**config.mk**
```make
export PLATFORM = sky130hd
export DESIGN_NAME = calc_writeback
export DESIGN_NICKNAME = d
export VERILOG_FILES = /design/src/rtl/calc_writeback.sv
export SDC_FILE = /design/constraint.sdc
export NUM_CORES = 1
export LEC_CHECK = 0
export ABC_AREA = 1
export CAP_MARGIN = 20
export CORE_ASPECT_RATIO = 2
export CORE_MARGIN = 3
export CORE_UTILIZATION = 35
export CTS_CLUSTER_SIZE = 14
export DETAILED_ROUTE_END_ITERATION = 12
export PLACE_DENSITY_LB_ADDON = 0.25
export SLEW_MARGIN = 20
export SYNTH_ARGS = -nofsm -noshare
export SYNTH_HDL_FRONTEND = slang
export SYNTH_SLANG_ARGS = --single-unit
```
**constraint.sdc**
```tcl
create_clock -name clk -period 8.89 [get_ports clk]
set_input_delay 1.3335 -clock clk [delete_from_list [all_inputs] [get_ports clk]]
set_output_delay 1.3335 -clock clk [all_outputs]
set_load 0.02 [all_outputs]
```
**src/rtl/calc_writeback.sv**
```systemverilog
// Result writeback: buffers 8-lane adder result vectors in a small FIFO and
// drains them lane by lane to B memory. Optional macro CALC_WB_MODQ_EN keeps lane[15:0] only.
module calc_writeback #(
  parameter int FIFO_DEPTH  = 4,
  parameter int ADDR_STRIDE = 4
) (
  input  logic             clk,
  input  logic             rst_n,
  input  logic             clear,
  input  logic [31:0]      cfg_base_addr,
  input  logic             res_valid,
  output logic             res_ready,
  input  logic [7:0][16:0] res_data,
  output logic             mem_wr_en,
  input  logic             mem_wr_ready,
  output logic [31:0]      mem_wr_addr,
  output logic [31:0]      mem_wr_data,
  output logic             busy,
  output logic [15:0]      vec_count
);

  localparam int AW = $clog2(FIFO_DEPTH);
  localparam logic [AW:0] FULL_CNT = (AW+1)'(FIFO_DEPTH);

  typedef enum logic {IDLE, WRITE} state_t;

  state_t            state, state_nxt;
  logic [7:0][16:0]  fifo_mem [FIFO_DEPTH];
  logic [AW-1:0]     wr_ptr, rd_ptr;
  logic [AW:0]       count;
  logic [2:0]        lane;
  logic [31:0]       addr_q;
  logic [31:0]       data_q;
  logic [15:0]       vec_cnt_q;
  logic [16:0]       head_lane;
  logic              push, accept, pop;

  function automatic logic [31:0] lane_fmt(input logic [16:0] v);
`ifdef CALC_WB_MODQ_EN
    return {16'b0, v[15:0]};
`else
    return {15'b0, v};
`endif
  endfunction

  assign res_ready = (count != FULL_CNT);
  assign push      = res_valid && res_ready;
  assign accept    = (state == WRITE) && mem_wr_ready;
  assign pop       = accept && (lane == 3'd7);
  assign head_lane = fifo_mem[rd_ptr][lane];

  assign mem_wr_en   = (state == WRITE);
  assign mem_wr_addr = addr_q;
  // While idle the last written value is presented, not whatever sits at the head.
  assign mem_wr_data = mem_wr_en ? lane_fmt(head_lane) : data_q;
  assign busy        = (count != '0) || (state == WRITE);
  assign vec_count   = vec_cnt_q;

  // Going to WRITE on the push itself gives lane 0 the cycle after an empty-FIFO push.
  always_comb begin
    state_nxt = state;
    case (state)
      IDLE:    if ((count != '0) || push) state_nxt = WRITE;
      WRITE:   if (pop && (count == (AW+1)'(1)) && !push) state_nxt = IDLE;
      default: state_nxt = IDLE;
    endcase
  end

  always_ff @(posedge clk or negedge rst_n) begin
    if (!rst_n) begin
      state     <= IDLE;
      wr_ptr    <= '0;
      rd_ptr    <= '0;
      count     <= '0;
      lane      <= '0;
      addr_q    <= '0;
      data_q    <= '0;
      vec_cnt_q <= '0;
    end else if (clear) begin
      state     <= IDLE;
      wr_ptr    <= '0;
      rd_ptr    <= '0;
      count     <= '0;
      lane      <= '0;
      addr_q    <= cfg_base_addr;
      vec_cnt_q <= '0;
    end else begin
      state <= state_nxt;
      count <= count + (AW+1)'(push) - (AW+1)'(pop);
      if (push) wr_ptr <= wr_ptr + 1'b1;
      if (pop) begin
        rd_ptr    <= rd_ptr + 1'b1;
        vec_cnt_q <= vec_cnt_q + 16'd1;
      end
      if (accept) begin
        lane   <= lane + 3'd1;
        addr_q <= addr_q + 32'(ADDR_STRIDE);
        data_q <= lane_fmt(head_lane);
      end
    end
  end

  // Vector storage carries no reset; occupancy is tracked by count alone.
  always_ff @(posedge clk) begin
    if (push && !clear) fifo_mem[wr_ptr] <= res_data;
  end

endmodule

```
==> impl_metrics.json, run 1 <==
{
  "combPwrFrac_pct": 10.5,
  "wl_microns": 77970,
  "synth_edf_count": 544,
  "ys_types": 44,
  "grt-ovfl-total": 0,
  "syn_inst": 2419,
  "synth_area_leader_cell": "edfxtp_1",
  "fin_setup_tns_ns": 0,
  "cp_top_family": "buffers and inverters",
  "finalMaxSlewViolations": 0,
  "switching_power_mw": 1.566,
  "root_buffer": "clkbuf_16",
  "synth_ff_type": "edfxtp_1",
  "synth.avg_cell_area_sq_um": 10.87,
  "p_per_area_mw_per_mm2": 208.1,
  "cts.clk_slew.worst_paths_ns": 0.07,
  "fin_nets": 2788,
  "rsz0062_at_grt": "false",
  "firstDrtPassIters": 5,
  "clock_sinks": 620,
  "port_buffers": 240,
  "maxCapViolCount": 0,
  "worstSetupStartpointType": "flop",
  "clockPowerShare_pct": 37.2,
  "multiInputGateArea_sq_mm": 0.007127,
  "p_leak_nw": 11.53,
  "power_frac_seq_pct": 52.3,
  "register_area_sq_mm": 0.01825,
  "finalCritPeriodShare_pct": 70.24,
  "cts.htree.levels": 2,
  "cp.arrival_ns": 4.91,
  "required_ns": 7.56,
  "synthArstFlopShare_pct": 12.26,
  "ys_top_cells_by_count": "893 x nand2_1, 544 x edfxtp_1, 515 x nand3_1",
  "grt_antenna_before_repair": 13,
  "cts_tree": "yes",
  "synth.most_common_cell": "nand2_1",
  "max_slew.worst_pin.slew_ns": 1.147,
  "num_vias": 18620,
  "gp_congestion": 0.8405,
  "crit_slowest_cell": "buf_4",
  "fin_ws_ns": 2.646,
  "ios": 256,
  "post_cts_resized": 0,
  "synth.cell_area_sq_mm": 0.02628,
  "finalCoreUtilization_pct": 42.14,
  "dpl.cell_count": 3476,
  "yosysSeqAreaShare_pct": 69.39,
  "critPathBufInv": 4,
  "r2r_setup_slack_ns": 5.25,
  "cts_buffer_depth": 3,
  "dieWidth_microns": 199.8,
  "fp-row-count": 141,
  "setup_viol": 0,
  "max-vdd-ir-drop_mv": 0.1951,
  "holdBufCountCts": 0,
  "hold_class": "flop to flop",
  "clock_latency_ns": 0.63,
  "finalHoldViolCount": 0,
  "drtIter0Drc": 1302,
  "initial_utilization_pct": 35.47,
  "whs_ns": 0.4779,
  "fillCellCount": 6989,
  "grt_pass1_vias": 18770,
  "post_cts_buffers": 0,
  "power.internal_mw": 4.932,
  "grt_pass1_wl_microns": 116400,
  "drc_errors": 0,
  "place_ws_ns": 3.433,
  "synth.area.top_cells": "edfxtp_1 62%, nand2_1 13%, nand3_1 9.8%",
  "fp.dieH_microns": 393.6,
  "critical-path-max-stage-delay_ns": 0.84,
  "crit_path_cell_trace": "buf_12 > inv_8 > buf_4 > nand2_1 > nand3_1 > nand3_1 > nand2_1 > nand2_1 > nand3_1 > nand3_1 > nand2_1 > clkdlybuf4s50_1",
  "grt.total_usage_pct": 19.60,
  "skew_ns": 0.01447,
  "fmax_ghz": 0.1601,
  "cp_max_fo": 204,
  "core_area_sq_mm": 0.07410,
  "synth_top_area_share_pct": 62.15,
  "ys_ff_latch": 620,
  "dp_hpwl_microns": 47630,
  "vias_per_cell": 5.192,
  "grt_max_degree": 205,
  "yosys_warnings": 0,
  "final_cells": 3586,
  "worst-setup-path-type": "flop to output port",
  "end_kind": "output port",
  "area_growth_syn_to_layout_pct": 18.78,
  "final_antenna_net_count": 0,
  "layout-drive-gt1-share_pct": 5.019,
  "sw_frac_of_total_pct": 24.10,
  "wl_per_cell_microns": 21.74,
  "numCtsBuffers": 56,
  "slew_headroom_pct": 23.56,
  "period_needed_ns": 6.244,
  "outcome": "finished clean",
  "dieArea_sq_mm": 0.07862
}
==> area by class of cell <==
class	instances	share of cell area, %
Antenna cell	7	0.05611
Timing Repair Buffer	260	8.368
Tap cell	929	3.723
Inverter	61	0.7775
Multi-Input combinational cell	1606	22.83
Clock inverter	23	0.8256
Sequential cell	620	58.45
Clock buffer	80	4.969
==> registers in the layout, summed over array words and instances (netlist names) <==
| name | flops |
|---|---|
| fifo_mem | 544 |
| mem_wr_en | 1 |
| count | 3 |
| rd_ptr | 2 |
| vec_count | 16 |
| mem_wr_addr | 32 |
| lane | 3 |
| wr_ptr | 2 |
| data_q | 17 |
==> layout by cell type (no fill, tap or decap), types with 4 or more instances in the layout <==
cell,instances
conb_1,15
o21ai_0,27
nand2_1,893
nor2_2,5
inv_1,51
buf_12,5
clkinv_2,8
xnor2_1,6
nor2_1,53
inv_2,4
clkinv_1,9
bufinv_16,5
buf_4,16
clkbuf_8,6
nand3_1,515
nor3_1,13
nor2_4,7
xor2_1,5
o211ai_1,8
edfxtp_1,544
dfrtp_1,72
clkbuf_16,56
a31oi_1,4
diode_2,7
clkdlybuf4s50_1,239
clkbuf_1,18
ha_1,9
nand4_1,8
a21oi_1,12
==> per-layer routing <==
metal  up-vias  global-route usage (%)  share of wire [%]
met2       638                   33.91                 51
met3       145                   3.489                6.0
met4         4                   8.545                4.2
met5         -                       0              0.019
li1       8680                       -                  -
met1      9153                   23.79                 39
==> through the flow <==
step | instance area (sq um) | total power [mW]
CTS | 31200 | 6.569
floorplan | 26340 | 3.792
finish | 31220 | 6.497
global route | 31220 | 6.748
global placement | 29390 | 4.129
detailed placement | 29390 | 4.142
==> logic make-up (layout without fill, tap and decap cells) <==
family	Yosys count	in the layout	share of synthesized area, %
AND/OR/NAND/NOR	1507	1507	24.50
flip-flops	620	620	69.39
buffers and inverters	207	424	3.813
AO/OA/AOI/OAI	63	63	1.414
XOR/XNOR	11	11	0.3665
adder cells (fa/ha/maj)	10	10	0.5046
other	1	22	0.01427
==> final timing paths <==
path,cells after the start,endpoint,from
setup / recovery,12,mem_wr_data[15],rd_ptr[0]
hold / removal,2,mem_wr_addr[0],mem_wr_addr[0]
setup reg to reg,11,data_q[15],rd_ptr[0]
hold reg to reg,2,mem_wr_addr[0],mem_wr_addr[0]
max in group asynchronous,2,lane[0],rst_n
min in group asynchronous,1,mem_wr_addr[6],rst_n
==> power groups by stage <==
stage	combinational [mW]	sequential, mW	clock (mW)
floorplan	0.319	3.47	0
global placement	0.678	3.45	0
detailed placement	0.686	3.46	0
CTS	0.690	3.40	2.48
global route	0.745	3.41	2.60
finish	0.681	3.40	2.42
==> worst register-to-register path: stages, from the launching register on <==
cell and delay [ns]:
dfrtp_4 0.48, buf_12 0.29, inv_8 0.90, buf_4 0.90, nand2_1 0.17, nand3_1 0.11
nand3_1 0.10, nand2_1 0.14, nand2_1 0.10, nand3_1 0.21, nand3_1 0.11, nand2_1 0.07
Power figures use the tool's default switching activity.
==> run 2: changes to the inputs <==
==> constraint.sdc (replaced) <==
create_clock -name clk -period 5.75 [get_ports clk]
set_input_delay 0.8625 -clock clk [delete_from_list [all_inputs] [get_ports clk]]
set_output_delay 0.8625 -clock clk [all_outputs]
set_load 0.02 [all_outputs]
==> run 2 against run 1 <==
  * First-iteration DRC count grew 3.4%
  * Clock skew grew 0.0029 ns
  * Count of clock-buffer cells in the layout shrank 6
  * Via count grew 1.1%
  * Total power grew 55%
  * Setup slack lost 2.1 ns
  * Register-to-register slack lost 2.8 ns
  * Routed wire length grew 2.0%
  * Hold slack lost 0.23 ns
  * Cell count grew 0.22%
==> impl_metrics.json, run 2 (same netlist as run 1, synthesis figures left out) <==
{
  "reg2reg_depth": 8,
  "drtIter0Drc": 1346,
  "grt_max_degree": 143,
  "rsz0062_at_grt": "false",
  "sw_frac_of_total_pct": 24.33,
  "gp_congestion": 0.8362,
  "finalHoldViolCount": 0,
  "timing.rr.start": "lane[0]",
  "final_common_cell": "nand2_1",
  "grt.met3_usage_pct": 3.403,
  "root_buffer": "clkbuf_16",
  "grt_pass1_vias": 18830,
  "hold_class": "input port to asynchronous set/reset pin",
  "finalCritPeriodShare_pct": 90.23,
  "grt_antenna_before_repair": 9,
  "skew_ns": 0.01735,
  "cts_buffer_depth": 3,
  "dpl.cell_count": 3490,
  "fp-row-count": 141,
  "layout-drive-gt1-share_pct": 5.781,
  "dieWidth_microns": 199.8,
  "finalMaxSlewViolations": 0,
  "cts_tree": "yes",
  "max_slew.worst_pin.slew_ns": 1.040,
  "power.internal_mw": 7.623,
  "final_cell_mix": "893 x nand2_1, 544 x edfxtp_1, 515 x nand3_1",
  "wl_microns": 79550,
  "required_ns": 4.89,
  "grt.total_usage_pct": 19.84,
  "r2r_setup_slack_ns": 2.50,
  "outcome": "finished clean",
  "power_frac_seq_pct": 52.1,
  "port_buffers": 240,
  "fin_ws_ns": 0.5620,
  "wl_per_cell_microns": 22.13,
  "fin_setup_tns_ns": 0,
  "cp_max_fo": 42,
  "gr-max-usage-layer": "met2",
  "end_kind": "output port",
  "holdBufCountCts": 0,
  "setup_viol": 0,
  "largest_register": "fifo_mem",
  "p_leak_nw": 11.60,
  "fp.dieH_microns": 393.6,
  "post_cts_buffers": 0,
  "firstDrtPassIters": 6,
  "final_antenna_net_count": 0,
  "cp.arrival_ns": 4.33,
  "period_needed_ns": 5.188,
  "ios": 256,
  "switching_power_mw": 2.452,
  "initial_utilization_pct": 35.47,
  "met2_usage_pct": 35.29,
  "clock_latency_ns": 0.63,
  "combPwrFrac_pct": 10.6,
  "fmax_ghz": 0.1928,
  "max-vdd-ir-drop_mv": 0.2436,
  "maxCapViolCount": 0,
  "largest_reg_flops": 544,
  "grt-ovfl-total": 0,
  "clock_sinks": 620,
  "grt_pass1_wl_microns": 117500,
  "cts.htree.levels": 2,
  "cts.clk_slew.worst_paths_ns": 0.06,
  "met1_usage_pct": 23.98,
  "slew_headroom_pct": 30.64,
  "drc_errors": 0,
  "dp_hpwl_microns": 50370,
  "num_vias": 18820,
  "fin_nets": 2803,
  "power.total_mw": 10.07,
  "clockPowerShare_pct": 37.3,
  "post_cts_resized": 0,
  "dieArea_sq_mm": 0.07862,
  "reg2reg_to": "data_q[0]",
  "worstSetupStartpointType": "flop",
  "area_growth_syn_to_layout_pct": 19.33,
  "vias_per_cell": 5.236,
  "place_ws_ns": 1.157,
  "p_per_area_mw_per_mm2": 321.2,
  "fillCellCount": 6979,
  "worst-setup-path-type": "flop to output port",
  "numCtsBuffers": 57,
  "final_cells": 3594,
  "core_area_sq_mm": 0.07410
}
==> run 2: changes by cell type in the layout (fill, tap and decap cells not counted), moves of 2 or more <==
cell	delta
buf_12	+4
clkinvlp_2	+2
clkbuf_1	-5
clkinvlp_4	+3
diode_2	-6
clkbuf_8	-2
clkinv_2	+5
buf_4	+10
clkinv_1	-2
==> run 2: cell type report <==
type                       instances  area [sq um]  area share [%]
antenna                            1         2.502        0.007978
clock buffer                      74          1530           4.879
clock inverter                    29         281.5          0.8976
inverter                          61         244.0          0.7779
multi-input combinational       1606          7127           22.72
sequential                       620         18250           58.19
tap                              929          1162           3.706
timing repair buffer             274          2768           8.824
==> run 2: power by group through the flow <==
stage	Clock [mW]	Sequential [mW]	Combinational, mW
after global placement	0	5.34	1.06
final	3.76	5.25	1.06
after detailed placement	0	5.34	1.07
after global routing	4.02	5.27	1.16
after floorplan	0	5.37	0.493
after CTS	3.86	5.25	1.08
==> run 2: worst max-delay path, cell delays in order (launching register included) <==
cell and delay, ns:
dfrtp_4 0.83, clkinv_2 0.89, buf_4 0.53, nand3_1 0.15, nand2_1 0.06, nand2_1 0.09, nand3_1 0.29, nand3_1 0.17
nand2_1 0.07, clkdlybuf4s50_1 0.54
==> run 2: worst max-delay path by stage <==
stage                     startpoint             end  slack (ns)  depth (start not counted)
after floorplan                clear  fifo_mem[0][0]       -2.07                          5
after global placement       lane[0]  mem_wr_data[0]        1.21                          9
after detailed placement     lane[0]  mem_wr_data[0]        1.16                          9
after CTS                    lane[0]  mem_wr_data[0]        0.46                          9
after global routing       rd_ptr[0]  mem_wr_data[0]        0.34                         11
final                        lane[0]  mem_wr_data[0]        0.56                          9
==> run 2: routing by layer <==
layer | vias to the layer above | part of all wire (%)
met5 | - | 0.12
met4 | 14 | 3.3
met3 | 139 | 6.2
met2 | 694 | 52
met1 | 9259 | 39
li1 | 8711 | -
==> run 2: stage by stage <==
stage | instance area, sq um | utilization [%] | hold slack [ns]
2_1_floorplan | 26340 | - | 0.4494
3_3_place_gp | 29550 | 39.88 | 0.4579
3_5_place_dp | 29550 | 39.88 | 0.4665
4_1_cts | 31360 | 42.33 | 0.2406
5_1_grt | 31360 | 42.33 | 0.2723
6_report | 31370 | 42.33 | 0.2490
